[src/rtl/y_capture_if.sv]
// y_capture_if: record output handshake of the y_capture monitor.
//   out_valid    : head record valid (FIFO non-empty)
//   out_ready    : consumer accepts head this cycle
//   out_data     : head record new value
//   out_ts       : head record timestamp of the change
//   out_step_err : head record delta was not +1
// master = producer (y_capture), slave = consumer.
interface y_capture_if #(
  parameter int DATA_W = 4,
  parameter int TS_W   = 8
);
  logic              out_valid;
  logic              out_ready;
  logic [DATA_W-1:0] out_data;
  logic [TS_W-1:0]   out_ts;
  logic              out_step_err;

  modport master (
    output out_valid, out_data, out_ts, out_step_err,
    input  out_ready
  );

  modport slave (
    input  out_valid, out_data, out_ts, out_step_err,
    output out_ready
  );
endinterface

[src/rtl/y_capture.sv]
// y_capture: monitor for the upstream counter value. Every change on din is
// tagged with a free-running timestamp and a step-error flag (delta != +1
// modulo 2^DATA_W) and queued in a first-word-fall-through FIFO.
// Ports:
//   clk      : rising-edge clock
//   rst_n    : asynchronous active-low reset, flushes all records
//   din      : monitored value
//   rec      : record output handshake (y_capture_if master)
//   overflow : sticky, a record was dropped because the FIFO was full
//   level    : FIFO occupancy 0..DEPTH
module y_capture #(
  parameter int DATA_W = 4,
  parameter int TS_W   = 8,
  parameter int DEPTH  = 4
) (
  input  logic                     clk,
  input  logic                     rst_n,
  input  logic [DATA_W-1:0]        din,
  y_capture_if.master              rec,
  output logic                     overflow,
  output logic [$clog2(DEPTH):0]   level
);

  localparam int PTR_W = $clog2(DEPTH);
  localparam int LVL_W = PTR_W + 1;

  typedef struct packed {
    logic [DATA_W-1:0] data;
    logic [TS_W-1:0]   ts;
    logic              err;
  } rec_t;

  typedef enum logic {S_INIT, S_RUN} state_e;

  state_e             state_q, state_d;
  logic [DATA_W-1:0]  prev_q;
  logic [TS_W-1:0]    ts_q;
  logic [PTR_W-1:0]   wr_ptr_q, rd_ptr_q;
  logic [LVL_W-1:0]   level_q, level_d;
  logic               overflow_q, overflow_d;
  rec_t               last_q;
  rec_t               mem_q [DEPTH];

  logic               evt;
  logic               step_err;
  logic               full;
  logic               pop;
  logic               push;
  rec_t               head;

  // ---------------- FSM: state register ----------------
  always_ff @(posedge clk or negedge rst_n) begin
    if (!rst_n) state_q <= S_INIT;
    else        state_q <= state_d;
  end

  // ---------------- FSM: next state ----------------
  always_comb begin
    state_d = state_q;
    case (state_q)
      S_INIT:  state_d = S_RUN;
      S_RUN:   state_d = S_RUN;
      default: state_d = S_INIT;
    endcase
  end

  // ---------------- FSM: outputs ----------------
  // The INIT edge only seeds prev, so a non-zero din right after reset
  // release never produces a record.
  always_comb begin
    evt = 1'b0;
    if (state_q == S_RUN && din != prev_q) evt = 1'b1;
  end

  assign step_err = (din != DATA_W'(prev_q + 1'b1));

  // ---------------- datapath ----------------
  assign full = (level_q == LVL_W'(DEPTH));
  assign pop  = (level_q != '0) && rec.out_ready;
  // When full, a simultaneous pop frees the slot the new record lands in.
  assign push = evt && (!full || pop);

  always_comb begin
    level_d = level_q;
    case ({push, pop})
      2'b10:   level_d = level_q + 1'b1;
      2'b01:   level_d = level_q - 1'b1;
      default: level_d = level_q;
    endcase
  end

  always_comb begin
    overflow_d = overflow_q;
    if (evt && !push) overflow_d = 1'b1;
  end

  always_ff @(posedge clk or negedge rst_n) begin
    if (!rst_n) begin
      ts_q       <= '0;
      prev_q     <= '0;
      wr_ptr_q   <= '0;
      rd_ptr_q   <= '0;
      level_q    <= '0;
      overflow_q <= 1'b0;
      last_q     <= '0;
    end else begin
      ts_q       <= ts_q + 1'b1;
      prev_q     <= din;
      level_q    <= level_d;
      overflow_q <= overflow_d;
      if (push) wr_ptr_q <= wr_ptr_q + 1'b1;
      if (pop) begin
        rd_ptr_q <= rd_ptr_q + 1'b1;
        last_q   <= mem_q[rd_ptr_q];
      end
    end
  end

  // Storage needs no reset: occupancy is tracked by the pointers/level.
  always_ff @(posedge clk) begin
    if (push) mem_q[wr_ptr_q] <= '{data: din, ts: ts_q, err: step_err};
  end

  // Head falls through from storage while non-empty; when empty the last
  // popped record is held so the outputs stay stable.
  assign head = (level_q != '0) ? mem_q[rd_ptr_q] : last_q;

  assign rec.out_valid    = (level_q != '0);
  assign rec.out_data     = head.data;
  assign rec.out_ts       = head.ts;
  assign rec.out_step_err = head.err;
  assign overflow         = overflow_q;
  assign level            = level_q;

endmodule

[src/flat_wrapper.sv]
// flat-port wrapper written by rule: the top's interface ports become plain ports
module y_capture_flat 
#(
  parameter int DATA_W = 4,
  parameter int TS_W   = 8,
  parameter int DEPTH  = 4
)
  (clk, rst_n, din, overflow, level, rec_out_valid, rec_out_data, rec_out_ts, rec_out_step_err, rec_out_ready);
  y_capture_if #(.DATA_W(DATA_W), .TS_W(TS_W)) rec_i ();
  input  logic clk;
  input  logic rst_n;
  input  logic [DATA_W-1:0] din;
  output logic overflow;
  output logic [$clog2(DEPTH):0] level;
  output wire logic [$bits(rec_i.out_valid)-1:0] rec_out_valid;
  output wire logic [$bits(rec_i.out_data)-1:0] rec_out_data;
  output wire logic [$bits(rec_i.out_ts)-1:0] rec_out_ts;
  output wire logic [$bits(rec_i.out_step_err)-1:0] rec_out_step_err;
  input wire logic [$bits(rec_i.out_ready)-1:0] rec_out_ready;
  assign rec_out_valid = rec_i.out_valid;
  assign rec_out_data = rec_i.out_data;
  assign rec_out_ts = rec_i.out_ts;
  assign rec_out_step_err = rec_i.out_step_err;
  assign rec_i.out_ready = rec_out_ready;
  y_capture #(.DATA_W(DATA_W), .TS_W(TS_W), .DEPTH(DEPTH)) u_core (.clk(clk), .rst_n(rst_n), .din(din), .rec(rec_i), .overflow(overflow), .level(level));
endmodule
[config.mk]
export PLATFORM = sky130hd
export DESIGN_NAME = y_capture_flat
export DESIGN_NICKNAME = d
export VERILOG_FILES = /design/src/rtl/y_capture_if.sv /design/src/rtl/y_capture.sv /design/src/flat_wrapper.sv
export SDC_FILE = /design/constraint.sdc
export NUM_CORES = 1
export LEC_CHECK = 0
export CORE_AREA = 2 2 111 70
export DETAILED_ROUTE_END_ITERATION = 10
export DIE_AREA = 0 0 113 72
export GPL_ROUTABILITY_DRIVEN = 1
export PLACE_DENSITY = 0.79
export SYNTH_ARGS = -nofsm -noshare
export SYNTH_HDL_FRONTEND = slang
export SYNTH_SLANG_ARGS = --single-unit
[constraint.sdc]
create_clock -name clk -period 2.23 [get_ports clk]
set_input_delay 0.5575 -clock clk [delete_from_list [all_inputs] [get_ports clk]]
set_output_delay 0.5575 -clock clk [all_outputs]
set_load 0.05 [all_outputs]
* Yosys cells after proc, flatten, opt, wreduce, memory -nomap -nowiden
Memory sizes are Yosys's and may differ from the RTL's. Cells that the tools add are included.
Cells by class: add/sub/neg operators 6, equality and inequality tests 5, muxes and demuxes 5, reduce and logical (&&, ||, !) cells 9
Operator list (count):
- two-way mux 13 bit | 1
- adder 8 x 1 -> 8 bit (second input constant) | 1
- != test 4 bit | 2
- one-hot mux 3 bit (2 select lines) | 1
- adder 2 x 1 -> 2 bit (second input constant) | 2
- adder 4 x 1 -> 4 bit (second input constant) | 1
- logical AND 1 bit | 4
- adder 3 x 1 -> 3 bit (second input constant) | 1
- == test 3 bit (second input constant) | 1
- two-way mux 1 bit | 3
- nonzero test 3 bit | 1
- subtractor 3 x 1 -> 3 bit (second input constant) | 1
- == test 2 x 1 -> 1 bit (second input constant) | 1
- == test 2 bit (second input constant) | 1
- zero test 1 bit | 2
- nonzero test 2 bit | 1
- logical OR 1 bit | 1
Word-level totals: register bits 34, RAM bits 52, input port bits 7, output and inout bits 18, logic and storage cells 36, memories 1
Memory list:
- u_core.mem_q | words 4, width 13, rd ports 1, clocked after memory_dff 0, wr ports 1, RTL line y_capture.sv:42 | rec_t mem_q [DEPTH];

* Longest topological paths before layout
depth after elaboration 6, mapped depth 8, depth with buffers taken out 7

* Worst setup path after synthesis
Ideal clock, no wire load.
kind register -> register, from register u_core.level_q[0] (netlist: u_core.level[0]), to register u_core.level_q[2] (netlist: u_core.level[2]), setup time 0.094 ns, data arrival time 2.549 ns, setup slack -0.413 ns, stages on the path, launching flop included 9, buffers on the path 2, period minus slack after synthesis 2.643 ns, path through dfrtp_1 > o31ai_1 > buf_2 > buf_2 > nor2_1 > fa_1 > nor3_1 > a211oi_1 > a221oi_2
On the way: word-level cells in the longest chain between the ends 6, elaborated cells between the ends (all ways) 12, classes of those cells add/sub (2); eq/ne (3); mux (1); reduce/logical (6)
RTL lines:
- start, declared | RTL line y_capture.sv:39 | logic [LVL_W-1:0] level_q, level_d;
- start signal, assigned | RTL line y_capture.sv:109 | level_q <= level_d;
- == test 3 bit or nonzero test 3 bit (tied branches) | RTL line y_capture.sv:78, y_capture.sv:79
- zero test 1 bit or logical AND 1 bit (tied branches) | RTL line y_capture.sv:81, y_capture.sv:79
- logical OR 1 bit | RTL line y_capture.sv:81 | assign push = evt && (!full || pop);
- logical AND 1 bit | RTL line y_capture.sv:81
- == test 2 x 1 -> 1 bit or == test 2 bit (tied branches) | RTL line y_capture.sv:85 | case ({push, pop})
- one-hot mux 3 bit (2 select lines) or nonzero test 2 bit (tied branches)
Several ways; a longest one is shown, not always the timed one. A chain may end at the register's enable or synchronous reset.

* Final worst setup path
from register u_core.rd_ptr_q[0], to output rec_out_data[0]
On the way: word-level cells in the longest chain between the ends 2
RTL lines:
- start, declared | RTL line y_capture.sv:38 | logic [PTR_W-1:0] wr_ptr_q, rd_ptr_q;
- start signal, assigned | RTL line y_capture.sv:113 | rd_ptr_q <= rd_ptr_q + 1'b1;
- memory (4 x 13 bit)
- two-way mux 13 bit | RTL line y_capture.sv:126 | assign head = (level_q != '0) ? mem_q[rd_ptr_q] : last_q;
- end, declared | RTL line flat_wrapper.sv:16 | output wire logic [$bits(rec_i.out_data)-1:0] rec_out_data;
Every way passes these cells.

==> flow_metrics.env <==
export IMPL_cp_max_fo=7
export IMPL_fin_nets=297
export IMPL_grt_pass1_vias=2029
export IMPL_max_slew_margin_pct=66.7
export IMPL_holdWs_ns=0.465
export IMPL_power_leakage_nw=1.90
export IMPL_yosysSeqAreaShare_pct=67.2
export IMPL_path_delay_family="multiplexers"
export IMPL_design_area_um2=4630
export IMPL_drv_slew=0
export IMPL_dieArea_um2=8140
export IMPL_area_delta_synth_final_pct=29.0
export IMPL_slowest_stage="mux4_2"
export IMPL_start_util_pct=50.6
export IMPL_synth_xor_area_share_pct=4.36
export IMPL_fmax_mhz=399
export IMPL_wl_um=6800
export IMPL_startpoint_type="flop"
export IMPL_irDropWorstVdd_v=0.000516
export IMPL_fillers=520
export IMPL_cts_buffers=9
export IMPL_die_h_um=72
export IMPL_syn_num_nets=242
export IMPL_power_density_nw_per_um2=1510
export IMPL_drive_gt1_share_pct=34.7
export IMPL_dp_slack_ns=-0.467
export IMPL_synth_compound_area_share_pct=1.74
export IMPL_grt_overflow=0
export IMPL_rows=24
export IMPL_cts_sinks=86
export IMPL_finalPower_mw=6.99
export IMPL_drcViolationCount=4
export IMPL_crit_type="reg2out"
export IMPL_grt_pass1_wl_um=11100
export IMPL_core_area_um2=7090
export IMPL_rsz0062_at_grt="true"
export IMPL_worst_pin_slew_ns=0.499
export IMPL_viasPerCell=5.32
export IMPL_r2r_end="u_core.level[2]$_DFFE_PN0P_"
export IMPL_max_cap_violations=0
export IMPL_finalCoreUtilization_pct=65.3
export IMPL_reg2reg_setup_slack_ns=0.23
export IMPL_grt_use_total_pct=18.6
export IMPL_grt_max_degree=35
export IMPL_htree_levels=3
export IMPL_cts_root_buf="clkbuf_16"
export IMPL_yosys_area_share_simple_pct=9.03
export IMPL_clk_pin_slew_worst_paths_ns=0.06
export IMPL_numPlacedInstances=356
export IMPL_synth_mux_area_share_pct=12.8
export IMPL_min_to="u_core.overflow$_DFFE_PN0P_"
export IMPL_cts_hold_buf=0
export IMPL_wl_per_cell_um=17.9
export IMPL_ys_ff_latch=86
export IMPL_cts_tree="done"
export IMPL_crit_chain="buf_6 -> buf_12 -> mux4_2 -> mux2_4 -> buf_6"
export IMPL_num_antenna_cells=0
export IMPL_period_share_pct=112
export IMPL_yosysWarnings=0
export IMPL_worstHoldPathType="reg2reg"
export IMPL_end_kind="output pin"
export IMPL_setup_tns_ns=-3.19
export IMPL_final_cell_mix="edfxtp_1, nand2_1, dfrtp_1"
export IMPL_crit_required_ns=1.67
export IMPL_clockBufferDepth=2
export IMPL_cpPeakStageDelay_ns=0.56
export IMPL_syn_inst=228
export IMPL_vias=2018
export IMPL_cp_arrival_ns=1.95
export IMPL_r2r_start="u_core.prev_q[1]$_DFF_PN0_"
export IMPL_fin_ws_ns=-0.278
export IMPL_hold_start="u_core.overflow$_DFFE_PN0P_"
export IMPL_path_common_cell="buf_6"
export IMPL_worst_clock_skew_ns=0.00581
export IMPL_numPortBuffers=24
export IMPL_synth_cell_types=37
export IMPL_violations="DRC, setup timing"
export IMPL_syn_area_per_cell_um2=15.7
export IMPL_cp_startpoint="u_core.rd_ptr_q[0]$_DFFE_PN0P_"
export IMPL_layout_commonest_cell="edfxtp_1"
export IMPL_min_period_ns=2.51
export IMPL_io_pins=25
export IMPL_hold_viol=0
export IMPL_place_area_um2=4160
export IMPL_path_buf_inv=3
export IMPL_place_gp_congestion=0.757
export IMPL_hold_path_depth=1
export IMPL_status="finished with violations"
export IMPL_firstDrtPassIters=7
export IMPL_synth_top_family_by_area="multiplexers"
export IMPL_layout_cells_non_filler=379
export IMPL_drt_iter0_drc=119
export IMPL_die_x_um=113
export IMPL_reg2reg_depth=7
export IMPL_setup_viol=13
export IMPL_synth_area_um2=3590
export IMPL_ant_nets=0
export IMPL_synth_fa_ha_area_share_pct=2.65
export IMPL_clk_latency_ns=0.33
export IMPL_hpwl_um=4400
export IMPL_antenna_found_initial=0
registers in the layout (all words and copies together) (netlist names):
name,count
u_core.prev_q,4
u_core.wr_ptr_q,2
u_core.rd_ptr_q,2
u_core.level,3
u_core.ts_q,8
u_core.mem_q,52
u_core.state_q,1
u_core.overflow,1
u_core.last_q,13
area by class of cell:
class                      instances  area (µm²)  share of cell area [%]
clock buffer                      12         246                    5.33
inverter                           4        15.0                   0.324
sequential                        86        2420                    52.3
multi-input combinational        128        1180                    25.5
tap                               91         114                    2.46
timing repair buffer              54         608                    13.1
clock inverter                     4        47.5                    1.03
routing by layer:
metal	GRT usage [%]	vias to the layer above	share of wire, %
li1	-	940	-
met5	0	-	0
met2	26.9	55	45
met1	27.0	1013	47
met4	5.15	0	1.1
met3	6.52	10	6.9
cell usage after synthesis:
| master | n | area share, % |
|---|---|---|
| o31ai_1 | 1 | 0.21 |
| fa_1 | 1 | 0.56 |
| xor2_1 | 7 | 1.7 |
| mux4_2 | 13 | 8.2 |
| nor2_1 | 3 | 0.31 |
| xnor2_2 | 1 | 0.45 |
| buf_1 | 1 | 0.10 |
| conb_1 | 1 | 0.10 |
| nor2b_1 | 1 | 0.17 |
| dfrtp_1 | 34 | 24 |
| buf_2 | 5 | 0.70 |
| nand2_1 | 43 | 4.5 |
| o21ai_1 | 1 | 0.14 |
| a22o_1 | 1 | 0.24 |
| and2_4 | 1 | 0.24 |
| o41a_1 | 1 | 0.31 |
| nor3_1 | 1 | 0.14 |
| nor4_1 | 1 | 0.17 |
| mux2_2 | 14 | 4.4 |
| inv_1 | 4 | 0.42 |
| a221oi_2 | 1 | 0.42 |
| and3_1 | 6 | 1.0 |
| nand4_1 | 2 | 0.35 |
| or4b_1 | 1 | 0.28 |
| mux2i_1 | 1 | 0.28 |
| nor4b_2 | 1 | 0.42 |
| nor4b_1 | 1 | 0.24 |
| edfxtp_1 | 52 | 44 |
| xnor2_1 | 9 | 2.2 |
| ha_1 | 6 | 2.1 |
| nand3_1 | 5 | 0.70 |
| nor3_2 | 1 | 0.28 |
| a211oi_1 | 1 | 0.21 |
| or2_2 | 1 | 0.17 |
| buf_6 | 2 | 0.63 |
| a21o_1 | 1 | 0.21 |
| clkbuf_1 | 2 | 0.21 |
power breakdown:
| part | internal, mW | total [mW] | switching [mW] |
|---|---|---|---|
| combinational | 1.48 | 3.25 | 1.77 |
| clock | 0.895 | 1.46 | 0.562 |
| sequential | 2.07 | 2.29 | 0.219 |
kinds of logic after synthesis:
group | after synthesis
AOI/OAI and AO/OA | 7
xor gates and xnor gates | 17
adders and majority gates | 7
buffers and inverters | 14
DFF | 86
muxes | 28
other | 1
and+or+nand+nor | 68
worst register-to-register path: stages (launching register included):
cell and delay [ns]:
dfrtp_1 0.40, xor2_1 0.18, o41a_1 0.47, nor2_2 0.14, fa_2 0.27, nor2_1 0.08, a211oi_2 0.24, a221oi_2 0.09
what timing repair did:
action                                  in CTS  in global routing
resized for setup                           27                  8
pin swaps                                    7                  0
endpoints found under the hold margin        0                  0
endpoints found under the setup margin      15                 14
cloned                                       1                  0
setup buffers                                5                  1
worst max-delay path by stage:
stage	endpoint	slack (ns)	cells past startpoint
6_report	rec_out_data[0]	-0.28	5
5_1_grt	rec_out_data[0]	-0.34	5
4_1_cts	rec_out_ts[0]	-0.28	5
3_5_place_dp	u_core.level[2]$_DFFE_PN0P_	-0.47	8
3_3_place_gp	u_core.level[2]$_DFFE_PN0P_	-0.39	8
2_1_floorplan	u_core.level[2]$_DFFE_PN0P_	-0.003	8
(Power assumes the default switching activity.)
